<file path="config.mk">
export PLATFORM = sky130hd
export DESIGN_NAME = filter_ctrl_flat
export DESIGN_NICKNAME = d
export VERILOG_FILES = /design/src/rtl/filter_ctrl_pkg.sv /design/src/rtl/filter_ctrl_if.sv /design/src/rtl/filter_ctrl_regs.sv /design/src/rtl/filter_ctrl.sv /design/src/flat_wrapper.sv
export SDC_FILE = /design/constraint.sdc
export NUM_CORES = 1
export LEC_CHECK = 0
export ABC_AREA = 1
export CORE_AREA = 2 2 108 110
export DETAILED_ROUTE_END_ITERATION = 16
export DIE_AREA = 0 0 110 112
export PLACE_DENSITY_LB_ADDON = 0.25
export SETUP_SLACK_MARGIN = 0.05
export SKIP_LAST_GASP = 1
export SLEW_MARGIN = 20
export SYNTH_ARGS = -nofsm -noshare
export SYNTH_HDL_FRONTEND = slang
export SYNTH_SLANG_ARGS = --single-unit
</file>
<file path="constraint.sdc">
create_clock -name clk -period 2.2 [get_ports clk]
set_clock_uncertainty 0.2 [all_clocks]
set_input_delay 0.33 -clock clk [delete_from_list [all_inputs] [get_ports clk]]
set_output_delay 0.33 -clock clk [all_outputs]
set_load 0.1 [all_outputs]
</file>
<file path="src/rtl/filter_ctrl_pkg.sv">
// Shared types and constants for the edge-pipeline filter controller.
// Holds the FSM state enum, register map and frame-size helper.
package filter_ctrl_pkg;

  typedef enum logic [1:0] {
    IDLE,
    ARMED,
    CAPTURE
  } state_t;

  localparam logic [2:0] REG_TH_HIGH = 3'd0;
  localparam logic [2:0] REG_TH_LOW  = 3'd1;
  localparam logic [2:0] REG_BR_ADD  = 3'd2;
  localparam logic [2:0] REG_BR_SUB  = 3'd3;
  localparam logic [2:0] REG_CTRL    = 3'd4;

  localparam int CTRL_START   = 0;
  localparam int CTRL_ABORT   = 1;
  localparam int CTRL_CLR_ERR = 2;

  function automatic int frame_pixels(input int h, input int v);
    return h * v;
  endfunction

endpackage

</file>
<file path="src/rtl/filter_ctrl_if.sv">
// Host command write channel of the filter controller.
// Valid/ready write with a 3-bit register address and 8-bit data.
interface filter_ctrl_if;

  logic       valid;
  logic       ready;
  logic [2:0] addr;
  logic [7:0] data;

  modport master (
    output valid,
    output addr,
    output data,
    input  ready
  );

  modport slave (
    input  valid,
    input  addr,
    input  data,
    output ready
  );

endinterface

</file>
<file path="src/rtl/filter_ctrl_regs.sv">
// Shadow/active filter configuration registers and command decode.
// Active values load from shadow on each frame boundary.
module filter_ctrl_regs
  import filter_ctrl_pkg::*;
#(
  parameter int DEF_TH_HIGH = 255,
  parameter int DEF_TH_LOW  = 250,
  parameter int DEF_BRIGHT  = 0
) (
  input  logic             clk,
  input  logic             rstn,
  input  logic             vs_rise,
  filter_ctrl_if.slave     cmd,
  output logic [7:0]       th_high,
  output logic [7:0]       th_low,
  output logic [7:0]       bright_add,
  output logic [7:0]       bright_sub,
  output logic             start,
  output logic             abort,
  output logic             clr_err
);

  logic [7:0] sh_high;
  logic [7:0] sh_low;
  logic [7:0] sh_add;
  logic [7:0] sh_sub;
  logic       wr;
  logic       is_ctrl;

  assign cmd.ready = 1'b1;
  assign wr        = cmd.valid & cmd.ready;
  assign is_ctrl   = wr && (cmd.addr == REG_CTRL);

  assign abort   = is_ctrl & cmd.data[CTRL_ABORT];
  assign start   = is_ctrl & cmd.data[CTRL_START]
                 & ~cmd.data[CTRL_ABORT];
  assign clr_err = is_ctrl & cmd.data[CTRL_CLR_ERR];

  always_ff @(posedge clk or negedge rstn) begin
    if (!rstn) begin
      sh_high <= 8'(DEF_TH_HIGH);
      sh_low  <= 8'(DEF_TH_LOW);
      sh_add  <= 8'(DEF_BRIGHT);
      sh_sub  <= 8'(DEF_BRIGHT);
    end else if (wr) begin
      unique case (1'b1)
        (cmd.addr == REG_TH_HIGH): sh_high <= cmd.data;
        (cmd.addr == REG_TH_LOW):  sh_low  <= cmd.data;
        (cmd.addr == REG_BR_ADD):  sh_add  <= cmd.data;
        (cmd.addr == REG_BR_SUB):  sh_sub  <= cmd.data;
        default: ;
      endcase
    end
  end

  // Low threshold never exceeds high; clamp at apply time.
  always_ff @(posedge clk or negedge rstn) begin
    if (!rstn) begin
      th_high    <= 8'(DEF_TH_HIGH);
      th_low     <= 8'(DEF_TH_LOW);
      bright_add <= 8'(DEF_BRIGHT);
      bright_sub <= 8'(DEF_BRIGHT);
    end else if (vs_rise) begin
      th_high    <= sh_high;
      th_low     <= (sh_low > sh_high) ? sh_high : sh_low;
      bright_add <= sh_add;
      bright_sub <= sh_sub;
    end
  end

endmodule

</file>
<file path="src/rtl/filter_ctrl.sv">
// Filter controller top: vsync edge, capture FSM, pixel counters.
// Optional watchdog enabled by FILTER_CTRL_TIMEOUT_EN.
module filter_ctrl
  import filter_ctrl_pkg::*;
#(
  parameter int H_RES          = 640,
  parameter int V_RES          = 480,
  parameter int ADDR_W         = 19,
  parameter int DEF_TH_HIGH    = 255,
  parameter int DEF_TH_LOW     = 250,
  parameter int DEF_BRIGHT     = 0,
  parameter int TIMEOUT_CYCLES = 1000000
) (
  input  logic              clk,
  input  logic              rstn,
  input  logic              i_vsync,
  input  logic              i_de,
  filter_ctrl_if.slave      cmd,
  output logic [7:0]        o_th_high,
  output logic [7:0]        o_th_low,
  output logic [7:0]        o_bright_add,
  output logic [7:0]        o_bright_sub,
  output logic              o_pix_we,
  output logic [ADDR_W-1:0] o_pix_addr,
  output logic              o_busy,
  output logic              o_done,
  output logic              o_err
);

  localparam int FRAME = frame_pixels(H_RES, V_RES);
  localparam logic [ADDR_W:0] FRAME_CNT = (ADDR_W+1)'(FRAME);
  localparam logic [ADDR_W-1:0] LAST_ADDR = ADDR_W'(FRAME-1);

  state_t            state;
  state_t            state_n;
  logic              vsync_d;
  logic              vs_rise;
  logic              start;
  logic              abort;
  logic              clr_err;
  logic              timeout;
  logic              cap_clr;
  logic              done_n;
  logic              err_set;
  logic              in_cap;
  logic [ADDR_W:0]   cnt;
  logic [ADDR_W-1:0] addr;

  filter_ctrl_regs #(
    .DEF_TH_HIGH (DEF_TH_HIGH),
    .DEF_TH_LOW  (DEF_TH_LOW),
    .DEF_BRIGHT  (DEF_BRIGHT)
  ) u_regs (
    .clk        (clk),
    .rstn       (rstn),
    .vs_rise    (vs_rise),
    .cmd        (cmd),
    .th_high    (o_th_high),
    .th_low     (o_th_low),
    .bright_add (o_bright_add),
    .bright_sub (o_bright_sub),
    .start      (start),
    .abort      (abort),
    .clr_err    (clr_err)
  );

  always_ff @(posedge clk or negedge rstn) begin
    if (!rstn) vsync_d <= 1'b0;
    else       vsync_d <= i_vsync;
  end

  assign vs_rise = i_vsync & ~vsync_d;

`ifdef FILTER_CTRL_TIMEOUT_EN
  localparam int WD_W = $clog2(TIMEOUT_CYCLES + 1);
  localparam logic [WD_W-1:0] WD_LAST = WD_W'(TIMEOUT_CYCLES-1);

  logic [WD_W-1:0] wdog;

  always_ff @(posedge clk or negedge rstn) begin
    if (!rstn)
      wdog <= '0;
    else if (state == IDLE || vs_rise)
      wdog <= '0;
    else if (wdog != WD_LAST)
      wdog <= wdog + 1'b1;
  end

  assign timeout = (state != IDLE) && (wdog == WD_LAST) && !vs_rise;
`else
  assign timeout = (TIMEOUT_CYCLES < 0);
`endif

  always_ff @(posedge clk or negedge rstn) begin
    if (!rstn) state <= IDLE;
    else       state <= state_n;
  end

  always_comb begin
    state_n = state;
    cap_clr = 1'b0;
    done_n  = 1'b0;
    err_set = 1'b0;
    unique case (state)
      IDLE:    if (start) state_n = ARMED;
      ARMED:   if (vs_rise) begin
                 state_n = CAPTURE;
                 cap_clr = 1'b1;
               end
      CAPTURE: if (vs_rise) begin
                 state_n = IDLE;
                 done_n  = 1'b1;
                 err_set = (cnt != FRAME_CNT);
               end
      default: state_n = IDLE;
    endcase
    if (timeout) begin
      state_n = IDLE;
      done_n  = 1'b0;
      cap_clr = 1'b0;
      err_set = 1'b1;
    end
    if (abort) begin
      state_n = IDLE;
      done_n  = 1'b0;
      cap_clr = 1'b0;
      err_set = 1'b0;
    end
  end

  // Excess pixels are counted but never written past the last address.
  assign in_cap   = (state == CAPTURE);
  assign o_pix_we = in_cap & i_de & (cnt < FRAME_CNT);

  always_ff @(posedge clk or negedge rstn) begin
    if (!rstn) begin
      cnt  <= '0;
      addr <= '0;
    end else if (cap_clr) begin
      cnt  <= '0;
      addr <= '0;
    end else if (in_cap && i_de) begin
      if (~&cnt) cnt <= cnt + 1'b1;
      if (o_pix_we && addr != LAST_ADDR) addr <= addr + 1'b1;
    end
  end

  always_ff @(posedge clk or negedge rstn) begin
    if (!rstn) begin
      o_done <= 1'b0;
      o_err  <= 1'b0;
    end else begin
      o_done <= done_n;
      if (err_set)      o_err <= 1'b1;
      else if (clr_err) o_err <= 1'b0;
    end
  end

  assign o_pix_addr = addr;
  assign o_busy     = (state != IDLE);

endmodule

</file>
<file path="src/flat_wrapper.sv">
// flat-port wrapper written by rule: the top's interface ports become plain ports
module filter_ctrl_flat import filter_ctrl_pkg::*;
#(
  parameter int H_RES          = 640,
  parameter int V_RES          = 480,
  parameter int ADDR_W         = 19,
  parameter int DEF_TH_HIGH    = 255,
  parameter int DEF_TH_LOW     = 250,
  parameter int DEF_BRIGHT     = 0,
  parameter int TIMEOUT_CYCLES = 1000000
)
  (clk, rstn, i_vsync, i_de, o_th_high, o_th_low, o_bright_add, o_bright_sub, o_pix_we, o_pix_addr, o_busy, o_done, o_err, cmd_valid, cmd_addr, cmd_data, cmd_ready);
  filter_ctrl_if cmd_i ();
  input  logic clk;
  input  logic rstn;
  input  logic i_vsync;
  input  logic i_de;
  output logic [7:0] o_th_high;
  output logic [7:0] o_th_low;
  output logic [7:0] o_bright_add;
  output logic [7:0] o_bright_sub;
  output logic o_pix_we;
  output logic [ADDR_W-1:0] o_pix_addr;
  output logic o_busy;
  output logic o_done;
  output logic o_err;
  input wire logic [$bits(cmd_i.valid)-1:0] cmd_valid;
  input wire logic [$bits(cmd_i.addr)-1:0] cmd_addr;
  input wire logic [$bits(cmd_i.data)-1:0] cmd_data;
  output wire logic [$bits(cmd_i.ready)-1:0] cmd_ready;
  assign cmd_i.valid = cmd_valid;
  assign cmd_i.addr = cmd_addr;
  assign cmd_i.data = cmd_data;
  assign cmd_ready = cmd_i.ready;
  filter_ctrl #(.H_RES(H_RES), .V_RES(V_RES), .ADDR_W(ADDR_W), .DEF_TH_HIGH(DEF_TH_HIGH), .DEF_TH_LOW(DEF_TH_LOW), .DEF_BRIGHT(DEF_BRIGHT), .TIMEOUT_CYCLES(TIMEOUT_CYCLES)) u_core (.clk(clk), .rstn(rstn), .i_vsync(i_vsync), .i_de(i_de), .cmd(cmd_i), .o_th_high(o_th_high), .o_th_low(o_th_low), .o_bright_add(o_bright_add), .o_bright_sub(o_bright_sub), .o_pix_we(o_pix_we), .o_pix_addr(o_pix_addr), .o_busy(o_busy), .o_done(o_done), .o_err(o_err));
endmodule
</file>
==> results.md, run 1 <==
Place:
- The area of placed instances is between 0.006 and 0.007 sq mm.
- After detailed placement, the design holds a cell count of approximately 920.
- The quantity of I/O buffers inserted on ports is 70.
- The pre-CTS worst setup slack is -0.215 ns.
- At the end of routability-driven placement, the weighted congestion stood at around 0.94.
- The HPWL reported at the end of detailed placement is around 9 mm.

Synth:
- The number of warnings printed during yosys synthesis is 0.
- After synthesis, the mean cell area works out to approximately 7.9 sq um.
- The flip-flop and latch count after synthesis is 108.
- The synthesized netlist occupies a cell area of around 0.0055 sq mm.
- The number of nets handed over by synthesis was 727.
- The share of async-settable or async-resettable flops after synthesis is 1.00.
- Synthesis instantiated 32 different standard cells from the library.
- The most used flip-flop cell after synthesis is dfrtp_1.
- The share of the Yosys chip area taken by registers is 0.495.
- The instance count of the mapped netlist is 700.
- Yosys mapped a number of flops with a built-in enable equal to 0.

Layout:
- Counting the fill cells in the layout gives ~1,000.
- The number of non-filler instances in the completed layout is about 930.
- The final layout contains between 800 and 900 nets.
- After routing the design area is between 0.006 and 0.007 sq mm.
- The final antenna diode count is 0.
- The share of layout cells above drive strength 1 is 0.202.
- Relative to the synthesized area, the layout overhead comes to 25.2%.

Clock network:
- The root buffer selected by CTS is clkbuf_16.
- The total clock buffers created by CTS is 9.
- TritonCTS built the clock tree.
- CTS saw around 110 sinks.
- The post-CTS clock slew at the launch and capture registers of the worst setup and hold paths is 0.08 ns.
- The number of buffers on the longest clock path is 2.
- The H-tree level count is 3.
- The insertion delay to the later sink of the worst-skew pair is 0.35 ns.

Critical path:
- STA classifies the critical path endpoint as an output port.
- The type of the worst setup path is register to output port.
- Data on the critical path is required at its endpoint by around 1.7 ns.
- Of all nets on the critical path, the largest fanout is 3.
- The setup check on the worst reg-to-reg path leaves a slack of about 0.18 ns.
- The worst setup path is launched from a register.
- The arrival time at the worst endpoint is 1.55 ns.

Global routing:
- In the global route stage, overall resource usage came out at 0.215.
- The number of global-route vias before repair is about 4,500.
- The first global-routing pass estimated 21.1 mm of wire.
- The initial antenna violation count is 0.
- After global routing the overflow that remains totals 0.
- The maximum number of pins on one net before global-route repair is 44.

Detailed routing:
- The count of nets left with antenna violations once routing finished came out at 0.
- Summed over all layers, the routed wires come to 12.4 mm.
- The routed length per placed instance is between 10 and 15 microns.
- Before antenna repair, the detailed router went through 5 iterations.
- The total via count after detailed routing is ~4,800.
- The number of remaining DRC errors is 0.
- The violation count after the first detailed-routing iteration is 302.
- The vias per cell is 5.09.

Floorplanning:
- The initialized floorplan defines 39 standard-cell rows.
- The horizontal die dimension is ~110 microns.
- The starting density of the core is 0.495.
- The number of top-level design ports is 72.
- The die is 112 microns tall.
- The area of the core region is 0.0112 sq mm.
- The floorplan step defined a die boundary enclosing ~0.012 sq mm.

Timing:
- The number of endpoints with negative hold slack in the final report was 0.
- After layout, the worst setup slack is 0.119 ns.
- The smallest clock period supported by the final layout is computed as about 2.1 ns.
- The slew at the pin with the worst max-slew slack is a little over 0.5 ns.
- Setup repair after global routing could not meet its margin everywhere.
- Setup violations remaining at the end of the flow were counted as 0.
- The worst slew margin relative to its limit is 0.656.
- Dividing the final minimum period by the clock period gives 0.946.
- Setup total negative slack on the finished layout was measured at 0 ns.
- The final number of max-transition violations is 0.
- Derived from the worst setup path, the maximum achievable clock frequency is between 400 and 500 MHz.

Power and ir drop:
- Across the VDD grid, the largest voltage drop is 0.000766 V.
- The total power density per cell area is roughly 1100 mW/mm^2.
- The leakage dissipation is about 3.4 nW.
- Total power for the finished layout comes to 7.37 mW.

Min path:
- The path class of the tightest hold or removal check is register to register.

Status:
- The flow ran to the end, and the final reports show no timing, DRC or antenna violations.

Job:
- Max-cap violations in this run came to 0.
what timing repair did:
action / CTS / global route
setup endpoints to repair: 0 / 45
buffers inserted: 0 / 1
hold buffers: 1 / 0
endpoints found under the hold margin: 36 / 0
gates resized for setup: 0 / 5
stage by stage:
step / utilization / hold WS, ns
2_1_floorplan: - / -0.166
3_3_place_gp: 0.587 / 0.134
3_5_place_dp: 0.587 / 0.138
4_1_cts: 0.615 / 0.275
5_1_grt: 0.619 / 0.288
6_report: 0.619 / 0.269
cells by family (layout without fill, tap and decap cells):
family / count (synthesis) / count (layout) / share of synthesized area
AND/OR/NAND/NOR: 415 / 415 / 0.320
flip-flops: 108 / 108 / 0.495
buffers and inverters: 85 / 175 / 0.0668
AO/OA/AOI/OAI: 55 / 56 / 0.0523
XOR/XNOR: 25 / 25 / 0.0396
adder cells (fa/ha/maj): 11 / 11 / 0.0249
other: 1 / 1 / 0.000679
placed cells by master (no fill, tap or decap), types with 2 or more instances in the layout:
| cell type | n |
|---|---|
| dfrtp_1 | 64 |
| nand3b_1 | 2 |
| nand4_1 | 17 |
| xnor2_1 | 9 |
| nand3_1 | 40 |
| inv_8 | 2 |
| xor2_1 | 16 |
| inv_1 | 62 |
| clkinv_1 | 2 |
| nor3_1 | 11 |
| inv_2 | 2 |
| clkbuf_16 | 9 |
| nand2_2 | 6 |
| nor2_1 | 39 |
| ha_1 | 10 |
| buf_12 | 19 |
| nor2_4 | 4 |
| a21oi_1 | 2 |
| o21ai_0 | 50 |
| clkdlybuf4s50_1 | 14 |
| dfrtp_4 | 2 |
| buf_4 | 60 |
| nand3_2 | 3 |
| dfstp_2 | 28 |
| nand2_1 | 286 |
| dfrtp_2 | 14 |
| nor2_2 | 2 |
| a21oi_4 | 2 |
power breakdown:
group / internal [mW] / switching [mW]
Sequential: 2.41 / 0.265
Clock: 0.911 / 0.769
Combinational: 0.865 / 2.15
area by class of cell:
cell class                 count  area (sq um)  share of cell area
sequential                   108          2760               0.399
multi-input combinational    508          2440               0.353
timing repair buffer          94           981               0.142
inverter                      65           244              0.0352
clock buffer                  10           229              0.0331
tap                          143           179              0.0258
clock inverter                 6          81.3              0.0117
path summary, 6_finish.rpt:
kind                                                 startpoint                                       to  cells past startpoint
setup reg to reg           u_core.u_regs.sh_high[7]$_DFFE_PN1P_      u_core.u_regs.th_low[6]$_DFFE_PN1P_                      9
max in group asynchronous                                  rstn     u_core.u_regs.sh_high[0]$_DFFE_PN1P_                      3
hold reg to reg             u_core.u_regs.sh_sub[3]$_DFFE_PN0P_  u_core.u_regs.bright_sub[3]$_DFFE_PN0P_                      2
hold / removal              u_core.u_regs.sh_sub[3]$_DFFE_PN0P_  u_core.u_regs.bright_sub[3]$_DFFE_PN0P_                      2
min in group asynchronous                                  rstn  u_core.u_regs.bright_add[5]$_DFFE_PN0P_                      2
setup / recovery                    u_core.state[0]$_DFFE_PN0P_                                 o_pix_we                      6
metal layers:
layer	vias up	wire length, microns	global-route usage
met1	2271	5840	0.309
met3	13	520	0.0410
met4	0	130	0.0599
met5	-	0	0
li1	2380	-	-
met2	91	5940	0.331
registers in the layout, indices dropped and copies added, names as in the netlist:
| name | flops |
|---|---|
| u_core.cnt | 20 |
| u_core.o_done | 1 |
| u_core.o_err | 1 |
| u_core.o_pix_addr | 19 |
| u_core.state | 2 |
| u_core.u_regs.bright_add | 8 |
| u_core.u_regs.bright_sub | 8 |
| u_core.u_regs.sh_add | 8 |
| u_core.u_regs.sh_high | 8 |
| u_core.u_regs.sh_low | 8 |
| u_core.u_regs.sh_sub | 8 |
| u_core.u_regs.th_high | 8 |
| u_core.u_regs.th_low | 8 |
| u_core.vsync_d | 1 |
critical path: stages, from the launching register on:
cell	delay, ns
dfrtp_1	0.39
inv_1	0.09
nand2_1	0.11
nor2_1	0.18
nand3_2	0.14
inv_1	0.12
buf_12	0.18
synthesized netlist by cell type (2+ instances only):
cell type | count | share of area
nand2_2 | 5 | 0.0057
nor3_1 | 11 | 0.010
nor2_1 | 39 | 0.026
xnor2_1 | 9 | 0.014
nand3_1 | 40 | 0.036
nand3_2 | 3 | 0.0054
a21oi_1 | 3 | 0.0027
buf_6 | 6 | 0.012
inv_2 | 2 | 0.0014
nor2_2 | 2 | 0.0023
o21ai_0 | 50 | 0.045
nand4_1 | 17 | 0.019
clkbuf_1 | 12 | 0.0081
nand2_1 | 287 | 0.19
dfstp_2 | 28 | 0.13
ha_1 | 11 | 0.025
nor2_4 | 4 | 0.0081
inv_1 | 62 | 0.042
xor2_1 | 16 | 0.025
dfrtp_1 | 80 | 0.36
nand3b_1 | 2 | 0.0027
Note: power is estimated with default switching activity, not from simulation.
==> run 2, diff against run 1 <==
--- a/config.mk
+++ b/config.mk
@@ -6,9 +6,9 @@
 export NUM_CORES = 1
 export LEC_CHECK = 0
 export ABC_AREA = 1
-export CORE_AREA = 2 2 108 110
+export CORE_AREA = 2 2 151 79
 export DETAILED_ROUTE_END_ITERATION = 16
-export DIE_AREA = 0 0 110 112
+export DIE_AREA = 0 0 153 81
 export PLACE_DENSITY_LB_ADDON = 0.25
 export SETUP_SLACK_MARGIN = 0.05
 export SKIP_LAST_GASP = 1
==> run 2 against run 1 <==
  * Clock power about the same
  * Fmax down 0.18%
  * Critical path type unchanged
  * Hold slack better by 0.0022 ns
  * Critical path depth unchanged
  * Setup slack worse by 0.0038 ns
  * Combinational power about the same
  * Cell count up 0.96%
  * Total power up 0.29%
==> results.md, run 2 (same netlist as run 1, synthesis figures left out) <==
Status:
- The run finished with clean final reports.

Detailed routing:
- The total length of routed wires is 13.5 mm (+8.8%).
- The vias per cell is 5.11 (+0.36%).
- The number of remaining DRC errors is 0 (unchanged).
- The violation count after the first detailed-routing iteration came to 320 (+6.0%).
- The number of iterations in the first detailed-routing pass is 5 (unchanged).
- The final antenna-violating net count is 0 (unchanged).
- The routed length per placed instance was 14.3 microns (+7.8%).
- The total via count after detailed routing is 4,818 (+1.3%).

Critical path:
- The startpoint type of the worst setup path is a register.
- The worst-path maximum fanout is 4 (+1).
- The worst setup path is of the register to output port kind.
- The arrival time at the worst endpoint is 1.55 ns (about the same).
- The required time reported for the critical path endpoint came to 1.67 ns (about the same).
- The capturing element type of the critical path is an output port.

Global routing:
- The global-route usage over all layers is 0.228 (+0.0136).
- The wire length of the first global-routing pass is 22.5 mm (+6.4%).
- The initial antenna violation count is 0 (unchanged).
- The maximum number of pins on one net before global-route repair was 52 (+18%).
- The aggregate global routing overflow is 0 (unchanged).
- The number of global-route vias before repair was 4,551 (+0.66%).

Clock network:
- The TritonCTS sink count is 108 (unchanged).
- The total clock buffers created by CTS is 9 (unchanged).
- The insertion delay to the later sink of the worst-skew pair was 0.35 ns (about the same).
- The root buffer selected by CTS is clkbuf_16.
- The H-tree level count was 3 (unchanged).
- TritonCTS built the clock tree.
- The number of buffers on the longest clock path is 2 (unchanged).
- The post-CTS clock slew at the launch and capture registers of the worst setup and hold paths is 0.08 ns (about the same).

Timing:
- The final setup violation count was 0 (unchanged).
- Setup repair after global routing could not meet its margin everywhere.
- The minimum period implied by the final worst setup slack came to 2.08 ns (+0.00378 ns).
- The highest clock frequency the design can meet is 480 MHz (-0.18%).
- The ratio of final minimum period to clock period came to 0.948 (+0.00172).
- The summed negative setup slack over all endpoints is 0 ns (unchanged).
- The smallest setup slack after layout came to 0.115 ns (-0.00378 ns).
- The number of endpoints with negative hold slack in the final report is 0 (unchanged).
- The final number of max-transition violations was 0 (unchanged).

Layout:
- The number of non-filler instances in the completed layout was 943 (+0.96%).
- The top cell types in the final layout, fill and taps aside, are nand2_1, dfrtp_1, buf_4.
- The register with the most flip-flops in the final layout is u_core.cnt.
- The share of layout cells above drive strength 1 is 0.211 (+0.00832).
- The combined flip-flop and latch cell area was 0.00276 sq mm (unchanged).
- The area of the multi-input gates was 0.00245 sq mm (+0.20%).
- From synthesis to final layout, the design area changed by 25.7%.
- The cell area after layout is 0.00695 sq mm (+0.40%).
- The filler cell count in the final layout is 961 (-1.6%).
- The number of nets in the layout is 815 (+0.25%).
- The final antenna diode count is 0 (unchanged).
- Leaving out fill and tap cells, the most frequent cell in the layout is nand2_1.
- The flip-flop count of the largest register, all copies and words added is 20 (unchanged).

Job:
- The count of maximum capacitance violations is 0 (unchanged).

Place:
- The quantity of I/O buffers inserted on ports is 70 (unchanged).
- The routability-driven placement congestion ratio was 0.909 (-3.3%).
- The cell total after placement was 924 (+0.98%).
- The area of placed instances is 0.00659 sq mm (+0.55%).
- The pre-CTS worst setup slack is -0.214 ns (+0.000239 ns).
- The HPWL reported at the end of detailed placement came to 9.87 mm (+9.4%).

Power and ir drop:
- The leakage dissipation is 3.44 nW (+0.13%).
- The worst voltage drop across the vdd grid came to 0.000625 V (-18%).
- The total power density per cell area is 1060 mW/mm^2 (-0.10%).

Floorplanning:
- The floorplan die area is 0.0124 sq mm (+0.59%).
- The number of top-level design ports is 72 (unchanged).
- The area of the core region was 0.0113 sq mm (+1.3%).
- The starting density of the core came to 0.488 (-0.00618).
- The vertical die dimension is 81 microns (-28%).
- The horizontal die dimension is 153 microns (+39%).
- The standard-cell row count is 28 (-28%).

Min path:
- The class of the tightest hold or removal check is primary input to async pin.
run 2: final timing paths:
check / cells after the start / from / endpoint / slack, ns
worst max-delay path: 6 / u_core.cnt[12]$_DFFE_PN0P_ / o_pix_we / 0.12
worst min-delay path: 2 / rstn / u_core.u_regs.bright_add[3]$_DFFE_PN0P_ / 0.27
worst max register to register: 9 / u_core.cnt[1]$_DFFE_PN0P_ / u_core.cnt[13]$_DFFE_PN0P_ / 0.15
worst min register to register: 2 / u_core.u_regs.sh_sub[2]$_DFFE_PN0P_ / u_core.u_regs.bright_sub[2]$_DFFE_PN0P_ / 0.28
max in group asynchronous: 3 / rstn / u_core.u_regs.th_low[7]$_DFFE_PN1P_ / 0.81
min in group clk: 1 / i_vsync / u_core.vsync_d$_DFF_PN0_ / 0.27
run 2: what timing repair did:
action	4_1_cts	5_1_grt
hold buffers	1	0
resized for setup	0	8
setup endpoints to repair	0	29
setup buffers	0	1
hold endpoints to repair	28	0
run 2: worst max-delay path: stages (launching register included):
cell and delay, ns:
dfrtp_1 0.46, nand2_1 0.13, o21ai_0 0.18, nand2_1 0.09
nand3_2 0.12, inv_2 0.06, buf_12 0.16
run 2: power by group:
part	switching (mW)	leakage [nW]	total [mW]	internal, mW
clock network	0.780	0.149	1.68	0.904
logic	2.16	1.97	3.01	0.845
registers	0.287	1.33	2.70	2.41
run 2: cell type report:
class / instances / share of cell area
sequential: 108 / 0.398
multi-input combinational: 508 / 0.353
timing repair buffer: 96 / 0.143
inverter: 65 / 0.0351
clock buffer: 9 / 0.0324
tap: 150 / 0.0270
clock inverter: 7 / 0.0121
run 2: metal layers:
layer,share of wire,track usage,up-vias
li1,-,-,2381
met1,0.53,0.349,2271
met2,0.40,0.337,158
met3,0.063,0.0454,8
met4,0.0072,0.0454,0
met5,0,0,-
run 2: stage by stage:
step	hold WS (ns)	utilization	total power [mW]
after global placement	0.123	0.582	5.65
final	0.271	0.614	7.39
after floorplan	-0.166	-	4.79
after CTS	0.272	0.611	7.39
after detailed placement	0.127	0.582	5.71
after global routing	0.280	0.614	7.71
==> run 3, diff against run 2 <==
--- a/config.mk
+++ b/config.mk
@@ -6,10 +6,11 @@
 export NUM_CORES = 1
 export LEC_CHECK = 0
 export ABC_AREA = 1
+export CAP_MARGIN = 20
 export CORE_AREA = 2 2 151 79
 export DETAILED_ROUTE_END_ITERATION = 16
 export DIE_AREA = 0 0 153 81
-export PLACE_DENSITY_LB_ADDON = 0.25
+export PLACE_DENSITY = 0.74
 export SETUP_SLACK_MARGIN = 0.05
 export SKIP_LAST_GASP = 1
 export SLEW_MARGIN = 20
==> run 3 against run 2 <==
  * Register-to-register slack got worse by 0.03 ns
  * Clock power barely moved
  * Cell count rose by 0.53%
  * Non-clock buffer count rose by 4
  * Sequential share of layout area fell by 0.30 points
  * Critical endpoint is now u_core.cnt[18]$_DFFE_PN0P_
  * Sequential cell count did not move
  * Hold slack got worse by 0.026 ns
  * Count of clock-buffer cells in the layout did not move
==> results.md, run 3 (same netlist as run 1, synthesis figures left out) <==
Floorplanning:
- The floorplan die area is 0.0124 sq mm (unchanged).
- The horizontal die dimension came to 153 microns (unchanged).
- The area of the core region is 0.0113 sq mm (unchanged).
- The number of top-level design ports is 72 (unchanged).
- The standard-cell row count came to 28 (unchanged).
- The starting density of the core is 0.488 (unchanged).
- The vertical die dimension is 81 microns (unchanged).

Global routing:
- The aggregate global routing overflow came to 0 (unchanged).
- The met3 usage in global routing is 0.0539 (+0.00854).
- The global-route usage over all layers is 0.229 (+0.00130).
- The maximum number of pins on one net before global-route repair is 61 (+17%).
- The wire length of the first global-routing pass is 22.5 mm (about the same).
- The initial antenna violation count is 0 (unchanged).
- The met2 usage is 0.322 (-0.0148).
- met1 is the most crowded layer.
- The number of global-route vias before repair came to 4,411 (-3.1%).
- The met1 capacity usage during global routing was 0.357 (+0.00760).

Place:
- The routability-driven placement congestion ratio is 0.876 (-3.6%).
- The pre-CTS worst setup slack was -0.105 ns (+0.109 ns).
- The quantity of I/O buffers inserted on ports is 70 (unchanged).
- The cell total after placement is 925 (+0.11%).
- The area of placed instances is 0.00660 sq mm (+0.11%).
- The HPWL reported at the end of detailed placement is 9.87 mm (about the same).

Clock network:
- The total clock buffers created by CTS is 9 (unchanged).
- The post-CTS clock slew at the launch and capture registers of the worst setup and hold paths was 0.08 ns (about the same).
- The insertion delay to the later sink of the worst-skew pair is 0.36 ns (about the same).
- The H-tree level count is 3 (unchanged).
- The number of buffers on the longest clock path is 2 (unchanged).
- In this run the clock root is driven by a clkbuf_16.
- The TritonCTS sink count came to 108 (unchanged).
- The TritonCTS clock tree is built.

Detailed routing:
- The routed length per placed instance is 14.5 microns (+1.1%).
- The total length of routed wires is 13.7 mm (+1.6%).
- The violation count after the first detailed-routing iteration was 461 (+44%).
- The number of iterations in the first detailed-routing pass was 7 (+2).
- The number of remaining DRC errors came to 0 (unchanged).
- The final antenna-violating net count is 0 (unchanged).
- The total via count after detailed routing is 4,853 (+0.73%).
- The vias per cell is 5.12 (+0.20%).

Layout:
- The filler cell count in the final layout is 984 (+2.4%).
- The cell area after layout is 0.00701 sq mm (+0.86%).
- The combined flip-flop and latch cell area was 0.00277 sq mm (about the same).
- The number of nets in the layout came to 820 (+0.61%).
- The area overhead of the layout relative to synthesis is 26.8%.
- The flip-flop count of the largest register, all copies and words added is 20 (unchanged).
- More flip-flops sit in one register than any other, and that register is u_core.cnt.
- The number of non-filler instances in the completed layout is 948 (+0.53%).
- The most frequent standard cell in the layout excluding fill and tap cells is nand2_1.
- The final antenna diode count is 0 (unchanged).
- The area of the multi-input gates is 0.00247 sq mm (+0.66%).
- In the layout the commonest cells are nand2_1, buf_4, dfrtp_1.
- The share of layout cells above drive strength 1 is 0.218 (+0.00745).

Timing:
- The highest clock frequency the design can meet is 482 MHz (+0.44%).
- The ratio of final minimum period to clock period is 0.943 (-0.00417).
- The final setup violation count came to 0 (unchanged).
- The number of endpoints with negative hold slack in the final report is 0 (unchanged).
- The worst slew margin relative to its limit is 0.658.
- Setup repair after global routing left no endpoint under its margin.
- The summed negative setup slack over all endpoints is 0 ns (unchanged).
- The final number of max-transition violations is 0 (unchanged).
- The slew at the pin with the worst max-slew slack is a little over 0.5 ns.
- The smallest setup slack after layout was 0.125 ns (+0.00918 ns).
- The minimum period implied by the final worst setup slack is 2.08 ns (-0.00918 ns).

Critical path:
- The arrival time at the worst endpoint was 2.13 ns (+0.58 ns).
- The worst setup path is of the register to register kind.
- The library cell appearing most often on the critical path is nand2_1.
- The capturing element type of the critical path is a register.
- The required time reported for the critical path endpoint is 2.25 ns (+0.58 ns).
- STA classifies the critical path startpoint as a register.
- The maximum single-stage delay on the critical path was 0.41 ns (-0.05 ns).
- The worst-path maximum fanout came to 11 (+7).
- Among all stages on the critical path, the largest delay is contributed by dfrtp_1.
- The signal on the critical path passes through ha_1, nand3_2, inv_2, nand2_2, nor2_4, nand2_8, nand3_4, clkinvlp_4, nand2_1, nand2_1.

Status:
- The flow ran to the end, and the final reports show no timing, DRC or antenna violations.

Job:
- The count of maximum capacitance violations is 0 (unchanged).

Power and ir drop:
- The total power density per cell area is 1060 mW/mm^2 (-0.57%).
- The worst voltage drop across the vdd grid was 0.000572 V (-8.5%).
- The total power after layout was 7.41 mW (+0.29%).
- The leakage dissipation was 3.44 nW (-0.12%).

Min path:
- The class of the tightest hold or removal check is primary input to async pin.
## run 3: power breakdown
part	internal (mW)	leakage, nW	switching [mW]
clock	0.821	0.152	0.841
combinational	0.869	1.96	2.19
sequential	2.41	1.33	0.283
total	4.10	3.44	3.31
## run 3: worst max-delay path, delay by kind of cell (launching register included)
kind	cells	cell delay (ns)
buffers and inverters	2	0.32
adders and majority gates	1	0.21
and+or+nand+nor	7	0.84
DFF	1	0.41
## run 3: path summary, 6_finish.rpt
check	startpoint	to	slack, ns	cells past startpoint
setup / recovery	u_core.cnt[1]$_DFFE_PN0P_	u_core.cnt[18]$_DFFE_PN0P_	0.12	10
hold / removal	rstn	u_core.cnt[4]$_DFFE_PN0P_	0.25	2
setup reg to reg	u_core.cnt[1]$_DFFE_PN0P_	u_core.cnt[18]$_DFFE_PN0P_	0.12	10
hold reg to reg	u_core.u_regs.sh_sub[0]$_DFFE_PN0P_	u_core.u_regs.bright_sub[0]$_DFFE_PN0P_	0.28	2
max in group asynchronous	rstn	u_core.u_regs.sh_high[7]$_DFFE_PN1P_	0.85	3
min in group clk	i_vsync	u_core.vsync_d$_DFF_PN0_	0.25	1
## run 3: stage by stage
stage,utilization,hold slack (ns)
floorplan,-,-0.166
global placement,0.583,0.0922
detailed placement,0.583,0.0956
CTS,0.612,0.238
global route,0.619,0.248
finish,0.619,0.245
## run 3: what timing repair did
item / in CTS / in global routing
endpoints found under the hold margin: 25 / 0
setup buffers: 0 / 4
pin swaps: 1 / 2
gates resized for setup: 0 / 13
gates cloned: 1 / 1
hold buffers: 1 / 0
endpoints found under the setup margin: 2 / 20
## run 3: cell type report
type	instances	area share
Sequential cell	108	0.395
Multi-Input combinational cell	508	0.352
Timing Repair Buffer	100	0.146
Inverter	65	0.0353
Clock buffer	9	0.0321
Tap cell	150	0.0268
Clock inverter	7	0.0120
Timing Repair inverter	1	0.00107
## run 3: layer usage
layer	share of wire	vias up
met5	0	-
met4	0.0095	0
met1	0.51	2277
li1	-	2391
met3	0.082	15
met2	0.40	170
